### src/rtl/bsg_manycore_pkg.sv
// Shared types for the manycore packet controller: packet layout, op codes,
// controller state encoding and the packet-width helper.
package bsg_manycore_pkg;

  localparam int x_cord_width_gp = 5;
  localparam int y_cord_width_gp = 5;
  localparam int data_width_gp   = 32;
  localparam int addr_width_gp   = 14;

  // Known op codes; anything else is counted as unknown.
  typedef enum logic [5:0] {
    e_op_remote_store = 6'd1,
    e_op_config       = 6'd2
  } bsg_manycore_op_e;

  // Controller states: nothing held, or one store held in the output register.
  typedef enum logic [0:0] {
    e_idle = 1'b0,
    e_pend = 1'b1
  } bsg_manycore_ctrl_state_e;

  // Packet layout at the default widths, MSB to LSB.
  typedef struct packed {
    logic [5:0]                 op;
    logic [addr_width_gp-1:0]   addr;
    logic [data_width_gp-1:0]   data;
    logic [y_cord_width_gp-1:0] from_y;
    logic [x_cord_width_gp-1:0] from_x;
    logic [y_cord_width_gp-1:0] y;
    logic [x_cord_width_gp-1:0] x;
  } bsg_manycore_packet_s;

  // Total packet width for a given set of field widths.
  function automatic int packet_width(input int x_w, input int y_w,
                                      input int data_w, input int addr_w);
    return 6 + 2 * (x_w + y_w) + data_w + addr_w;
  endfunction

endpackage

### src/rtl/bsg_counter_sat.sv
// Increment-only counter that sticks at its all-ones value instead of wrapping.
module bsg_counter_sat #(
  parameter int width_p = 16
) (
  input  logic               clk_i,
  input  logic               reset_i,
  input  logic               up_i,
  output logic [width_p-1:0] count_o
);

  localparam logic [width_p-1:0] one_lp = {{(width_p-1){1'b0}}, 1'b1};

  logic [width_p-1:0] count_r;

  // Count up on request, holding once every bit is set.
  always_ff @(posedge clk_i) begin
    if (reset_i) begin
      count_r <= {width_p{1'b0}};
    end else if (up_i && !(&count_r)) begin
      count_r <= count_r + one_lp;
    end else begin
      count_r <= count_r;
    end
  end

  assign count_o = count_r;

endmodule

### src/rtl/bsg_manycore_pkt_ctrl_chk.sv
// Protocol checks for the packet controller's memory-side handshake.
module bsg_manycore_pkt_ctrl_chk (
  input logic clk_i,
  input logic reset_i,
  input logic mem_v_i,
  input logic mem_yumi_i
);

  // Memory may only consume a request that is actually being offered.
  yumi_needs_valid: assert property (@(posedge clk_i) disable iff (reset_i)
    mem_yumi_i |-> mem_v_i);

endmodule

### src/rtl/bsg_manycore_pkt_ctrl.sv
// Sequencing controller for the tile's incoming manycore packet stream:
// forwards remote stores to local memory, applies config writes to the freeze
// register, counts unknown ops and returns one credit per retired packet.
module bsg_manycore_pkt_ctrl
  import bsg_manycore_pkg::*;
#(
  parameter  int x_cord_width_p  = 5,
  parameter  int y_cord_width_p  = 5,
  parameter  int data_width_p    = 32,
  parameter  int addr_width_p    = 14,
  localparam int packet_width_lp = packet_width(x_cord_width_p, y_cord_width_p,
                                                data_width_p, addr_width_p)
) (
  input  logic                      clk_i,
  input  logic                      reset_i,
  input  logic                      v_i,
  input  logic [packet_width_lp-1:0] data_i,
  output logic                      ready_o,
  output logic                      mem_v_o,
  output logic [addr_width_p-1:0]   mem_addr_o,
  output logic [data_width_p-1:0]   mem_data_o,
  output logic [x_cord_width_p-1:0] mem_from_x_o,
  output logic [y_cord_width_p-1:0] mem_from_y_o,
  input  logic                      mem_yumi_i,
  output logic                      freeze_o,
  output logic [1:0]                credit_o,
  output logic [15:0]               unknown_cnt_o
);

  // Field positions inside the packet, LSB first.
  localparam int x_lsb_lp      = 0;
  localparam int y_lsb_lp      = x_lsb_lp + x_cord_width_p;
  localparam int from_x_lsb_lp = y_lsb_lp + y_cord_width_p;
  localparam int from_y_lsb_lp = from_x_lsb_lp + x_cord_width_p;
  localparam int data_lsb_lp   = from_y_lsb_lp + y_cord_width_p;
  localparam int addr_lsb_lp   = data_lsb_lp + data_width_p;
  localparam int op_lsb_lp     = addr_lsb_lp + addr_width_p;

  logic [5:0]                op_s;
  logic [addr_width_p-1:0]   addr_s;
  logic [data_width_p-1:0]   data_s;
  logic [x_cord_width_p-1:0] from_x_s;
  logic [y_cord_width_p-1:0] from_y_s;
  logic                      unused_dest_s;

  assign op_s          = data_i[op_lsb_lp +: 6];
  assign addr_s        = data_i[addr_lsb_lp +: addr_width_p];
  assign data_s        = data_i[data_lsb_lp +: data_width_p];
  assign from_x_s      = data_i[from_x_lsb_lp +: x_cord_width_p];
  assign from_y_s      = data_i[from_y_lsb_lp +: y_cord_width_p];
  // Destination coordinates were already used for routing; nothing to do here.
  assign unused_dest_s = ^data_i[from_x_lsb_lp-1:0];

  bsg_manycore_ctrl_state_e  state_r;
  logic                      mem_v_r;
  logic [addr_width_p-1:0]   mem_addr_r;
  logic [data_width_p-1:0]   mem_data_r;
  logic [x_cord_width_p-1:0] mem_from_x_r;
  logic [y_cord_width_p-1:0] mem_from_y_r;
  logic                      freeze_r;
  logic [1:0]                credit_r;

  logic is_store_s;
  logic is_cfg_s;
  logic is_unknown_s;
  logic yumi_s;
  logic ready_s;
  logic accept_s;
  logic store_acc_s;
  logic cfg_acc_s;
  logic unknown_acc_s;
  logic nonstore_acc_s;
  logic [1:0] retire_s;

  // Classify the op of the packet on the input.
  always_comb begin
    is_store_s   = 1'b0;
    is_cfg_s     = 1'b0;
    is_unknown_s = 1'b0;
    case (op_s)
      e_op_remote_store: is_store_s   = 1'b1;
      e_op_config:       is_cfg_s     = 1'b1;
      default:           is_unknown_s = 1'b1;
    endcase
  end

  // A yumi with nothing pending is illegal and is simply ignored. The path
  // from mem_yumi_i to ready_o is deliberate: it lets a zero-wait memory
  // sustain one store per cycle.
  assign yumi_s         = mem_yumi_i & (state_r == e_pend);
  assign ready_s        = (state_r == e_idle) | yumi_s;
  assign accept_s       = v_i & ready_s;
  assign store_acc_s    = accept_s & is_store_s;
  assign cfg_acc_s      = accept_s & is_cfg_s;
  assign unknown_acc_s  = accept_s & is_unknown_s;
  assign nonstore_acc_s = accept_s & ~is_store_s;
  assign retire_s       = {1'b0, nonstore_acc_s} + {1'b0, yumi_s};

  // Store sequencing, freeze register and credit return.
  always_ff @(posedge clk_i) begin
    if (reset_i) begin
      state_r      <= e_idle;
      mem_v_r      <= 1'b0;
      mem_addr_r   <= {addr_width_p{1'b0}};
      mem_data_r   <= {data_width_p{1'b0}};
      mem_from_x_r <= {x_cord_width_p{1'b0}};
      mem_from_y_r <= {y_cord_width_p{1'b0}};
      freeze_r     <= 1'b1;
      credit_r     <= 2'd0;
    end else begin
      credit_r <= retire_s;

      if (cfg_acc_s && (addr_s == {addr_width_p{1'b0}})) begin
        freeze_r <= data_s[0];
      end

      case (state_r)
        e_idle: begin
          if (store_acc_s) begin
            state_r      <= e_pend;
            mem_v_r      <= 1'b1;
            mem_addr_r   <= addr_s;
            mem_data_r   <= data_s;
            mem_from_x_r <= from_x_s;
            mem_from_y_r <= from_y_s;
          end else begin
            mem_v_r <= 1'b0;
          end
        end
        e_pend: begin
          if (yumi_s && store_acc_s) begin
            // Hand-off without a bubble: the next store replaces the consumed one.
            mem_v_r      <= 1'b1;
            mem_addr_r   <= addr_s;
            mem_data_r   <= data_s;
            mem_from_x_r <= from_x_s;
            mem_from_y_r <= from_y_s;
          end else if (yumi_s) begin
            state_r <= e_idle;
            mem_v_r <= 1'b0;
          end else begin
            mem_v_r <= 1'b1;
          end
        end
        default: begin
          state_r <= e_idle;
          mem_v_r <= 1'b0;
        end
      endcase
    end
  end

  bsg_counter_sat #(
    .width_p(16)
  ) unknown_counter (
    .clk_i  (clk_i),
    .reset_i(reset_i),
    .up_i   (unknown_acc_s),
    .count_o(unknown_cnt_o)
  );

  bsg_manycore_pkt_ctrl_chk checker_inst (
    .clk_i     (clk_i),
    .reset_i   (reset_i),
    .mem_v_i   (mem_v_r),
    .mem_yumi_i(mem_yumi_i)
  );

  assign ready_o      = ready_s;
  assign mem_v_o      = mem_v_r;
  assign mem_addr_o   = mem_addr_r;
  assign mem_data_o   = mem_data_r;
  assign mem_from_x_o = mem_from_x_r;
  assign mem_from_y_o = mem_from_y_r;
  assign freeze_o     = freeze_r;
  assign credit_o     = credit_r;

endmodule

### config.mk
export PLATFORM = sky130hd
export DESIGN_NAME = bsg_manycore_pkt_ctrl
export DESIGN_NICKNAME = d
export VERILOG_FILES = /design/src/rtl/bsg_manycore_pkg.sv /design/src/rtl/bsg_counter_sat.sv /design/src/rtl/bsg_manycore_pkt_ctrl_chk.sv /design/src/rtl/bsg_manycore_pkt_ctrl.sv
export SDC_FILE = /design/constraint.sdc
export NUM_CORES = 1
export LEC_CHECK = 0
export ABC_AREA = 0
export CAP_MARGIN = 20
export CORE_MARGIN = 5
export CORE_UTILIZATION = 43
export CTS_CLUSTER_SIZE = 24
export DETAILED_ROUTE_END_ITERATION = 10
export GPL_TIMING_DRIVEN = 0
export PLACE_DENSITY = 0.86
export SETUP_SLACK_MARGIN = 0.4
export SLEW_MARGIN = 20
export SYNTH_ARGS = -nofsm -noshare
export SYNTH_HDL_FRONTEND = slang
export SYNTH_HIERARCHICAL = 1
export SYNTH_SLANG_ARGS = --single-unit
### constraint.sdc
create_clock -name clk_i -period 4.95 [get_ports clk_i]
set_input_delay 0.7425 -clock clk_i [delete_from_list [all_inputs] [get_ports clk_i]]
set_output_delay 0.7425 -clock clk_i [all_outputs]
set_load 0.01 [all_outputs]
==> out/results.txt <==
The flow ran to the end, and the final reports show no timing, DRC or antenna violations. The run gives 69.7% as the final standard cell utilization of the core. Share of power burned in registers: 51.9%. In the layout the commonest cells are sky130_fd_sc_hd__clkdlybuf4s50_1, sky130_fd_sc_hd__nand2_1, sky130_fd_sc_hd__dfxtp_1, sky130_fd_sc_hd__a21oi_1, sky130_fd_sc_hd__nor2_1. During placement, the flow inserted port buffers numbering 141.

The initialized floorplan defines 30 standard-cell rows. TritonCTS built the clock tree. The wire-length estimate of the detail-placed layout is 6.96 mm. The maximum clock skew at final layout is 0.00535 ns. Synthesis handed over a netlist of 368 instances. For the pin with the worst max-slew slack, the measured transition is 0.820 ns. For this run, design rule violations remaining after detail routing come to 0. The power spent charging and discharging nets is 0.258 mW. Worst min-delay path class: register to register.

The gate family responsible for the most delay along the worst path was simple AND/OR/NAND/NOR gates. A synthesized cell averages 8.15 µm². The horizontal die dimension is 93.5 µm. After clock tree synthesis, the repair step resized 0 gates. The number of clock buffers added by TritonCTS is 9. The routed layout has 3,125 vias. Leaving out fill and tap cells, the most frequent cell in the layout is sky130_fd_sc_hd__clkdlybuf4s50_1. Depth of the CTS H-tree: 3. Number of vias per cell: 5.03.

Setup violations remaining at the end of the flow were counted as 0. The number of hold-slack violations in the final timing report was 0. For the effective utilization at floorplan, the log shows 44.2%.

At the later pin of the worst-skew pair, clock insertion delay measures 0.34 ns. Counting flops with a built-in enable in the synthesized netlist gives 0. The layout-stage area growth over the synthesis result came out at 57.8%.

Internal power summed over all cells: 0.935 mW. The congestion estimate from routability-driven global placement came to 0.891. The number of global-route vias before repair was 3,036. The number of setup buffers added after CTS is 0, and the arrival time at the worst endpoint is 3.18 ns. For this block, the initial DRC count from the detailed router was 108.

The number of warnings issued by yosys came out at 6. The largest single stage delay on the critical path is 0.55 ns. The sort of element at the end of the critical path was a register.

The final period demand of the worst path was 2.95 ns; the overall die area was 8750 µm². The net count of the mapped netlist was 446; the global routing usage summed across all routing layers was 20.6%. The fraction of the yosys area taken by sequential cells is 50.7%, and the final wirelength is 9.02 mm. Of all nets on the critical path, the largest fanout is 7. The tools report the final antenna diode count as 0. The standard cell area after detailed placement is 4530 µm², and the count of antenna-violating nets left after detailed routing is 0. Initial antenna violation count: 0.

Net switching is 21.6% of the power. The cell count of the worst reg-to-reg path came out at 9. The number of synthesized register bits works out to 76. The net count of the finished layout is 598.

The data required time of the critical path was 5.18 ns; the post-synth design cell area was 3000 µm². The share of cells above drive strength 1 was 6.67%. The share of total power dissipated in combinational logic is 7.8%. Headroom to the max-slew limit came out at 44.8%. The maximum frequency from static timing analysis was 0.339 GHz; the detailed-route wire length per cell was 14.5 µm. The maximum number of pins on one net before global-route repair is 13. After clock tree synthesis, the clock-pin slew on the worst setup and hold paths is 0.07 ns. The cell with the largest stage delay on the worst path was sky130_fd_sc_hd__or4_4. The overall die height is 93.5 µm. Element type at the critical path start: an input pin.

The worst ir drop on vdd came out at 0.000155 V. For this run, the leading register cell type out of synthesis is sky130_fd_sc_hd__dfxtp_1. The tools report the leakage power summed over all cells as 1.58 nW.

Dividing total power by cell area gives a power density of 252 nW/µm². Clock sink count: 76. The worst path uses 59.5% of the clock period. The number of search-and-repair iterations in the first detailed-routing pass came out at 4. For the total grt overflow, the log shows 0. Setup repair after global routing left no endpoint under its margin.

Across the run, the number of max-cap violations was 0. The post-cts hold buffer count was 0. The cell that appears most often on the critical path is sky130_fd_sc_hd__nand4_1.

The synthesized netlist contains 44 unique library cells. The run gives 14.1 mm as the wire length of the first global-routing pass. Root buffer cell: sky130_fd_sc_hd__clkbuf_8. The tools report the core footprint as 6790 µm². For this design the top-level I/O count stands at 153. The maximum clock insertion buffer count is 2. The post-route cell area was 4730 µm². The setup TNS came out at 0 ns. The share of synthesized registers carrying an async set or reset works out to 0%. Number of buffer and inverter stages on the critical path: 1. The logic depth of the worst setup path including buffers was 8. Walking the worst path, the cells encountered are clkdlybuf4s50_1, or4_4, or3b_1, and2_2, nand4_1, a211oi_1, nand4_1, mux2_2. Critical setup path kind: input pin to register. Summing internal, switching and leakage power gives 1.19 mW.

The number of pins with negative max-slew slack in the final report is 0, and the clock network power share is 40.3%. Worst hold path stage count: 2.
==> state kept, by name (all words and copies together) (netlist names) <==
register and cells:
credit_o 2, freeze_o 1, mem_addr_o 14, mem_data_o 32, mem_from_x_o 5, mem_from_y_o 5, mem_v_o 1, unknown_counter/count_o 16
==> worst paths after layout <==
| kind | startpoint | end | slack, ns |
|---|---|---|---|
| worst max-delay path | data_i[69] | unknown_counter/count_o[14] | 2.00 |
| worst min-delay path | mem_data_o[6] | mem_data_o[6] | 0.46 |
| worst min register to register | mem_data_o[6] | mem_data_o[6] | 0.46 |
| worst max register to register | mem_v_o | unknown_counter/count_o[15] | 2.64 |
==> through the flow <==
stage | std cells | worst slack, ns | hold slack (ns)
2_1_floorplan | 368 | 2.25 | 0.481
3_3_place_gp | 605 | 1.69 | 0.440
3_5_place_dp | 605 | 1.66 | 0.446
4_1_cts | 621 | 2.03 | 0.456
5_1_grt | 621 | 1.88 | 0.473
6_report | 621 | 2.00 | 0.455
==> synthesized netlist by cell type, drive strengths merged, types with 2 or more instances <==
master / count / share of area [%]
mux2i: 3 / 1.0
and2: 2 / 0.46
o41ai: 2 / 0.83
nor2: 14 / 1.8
clkbuf: 13 / 1.7
inv: 2 / 0.25
mux2: 2 / 0.75
xnor2: 2 / 0.58
nand3: 7 / 1.2
a21oi: 62 / 10
buf: 8 / 1.8
nand2: 123 / 15
and4: 3 / 0.88
nor3: 3 / 0.50
ha: 2 / 0.83
nor2b: 5 / 1.0
o21ai: 2 / 0.33
and2b: 2 / 0.58
nand4: 5 / 1.3
nor4: 7 / 1.7
dfxtp: 76 / 51
o31ai: 4 / 1.0
or3: 2 / 0.42
or4: 4 / 1.1
==> layer usage <==
layer / routed length [µm] / track usage (%) / part of all wire, %
met1: 3400 / 21.8 / 38
met2: 4380 / 35.3 / 49
met5: 0 / 0 / 0
met3: 1100 / 9.98 / 12
met4: 133 / 7.94 / 1.5
==> logic make-up after synthesis <==
kind of cell	count (synthesis)	synth area share [%]
and+or+nand+nor	183	27.9
DFF	76	50.7
AOI/OAI and AO/OA	75	13.8
buffers and inverters	24	4.17
muxes	5	1.75
xor gates and xnor gates	3	0.876
adders and majority gates	2	0.834
==> worst reg2reg max path: cells and delay by family, from the launching register on <==
| kind | cells | cell delay [ns] |
|---|---|---|
| AND/OR/NAND/NOR | 7 | 1.35 |
| multiplexers | 1 | 0.37 |
| flip-flops | 1 | 0.32 |
| buffers and inverters | 1 | 0.16 |
==> layout make-up <==
class / instances / area [µm²]
buffer: 22 / 118
multi-input combinational: 268 / 1350
clock inverter: 4 / 47.5
inverter: 2 / 7.51
tap: 96 / 120
sequential: 76 / 1520
clock buffer: 12 / 155
fill: 542 / 2060
timing repair buffer: 141 / 1410
==> power by group through the flow <==
stage,Combinational [mW],Sequential [mW],Clock (mW)
after detailed placement,0.0935,0.633,0
after global routing,0.100,0.620,0.527
after global placement,0.0920,0.633,0
after floorplan,0.0229,0.634,0
after CTS,0.0939,0.619,0.491
final,0.0934,0.619,0.481
Power figures use the tool's default switching activity.
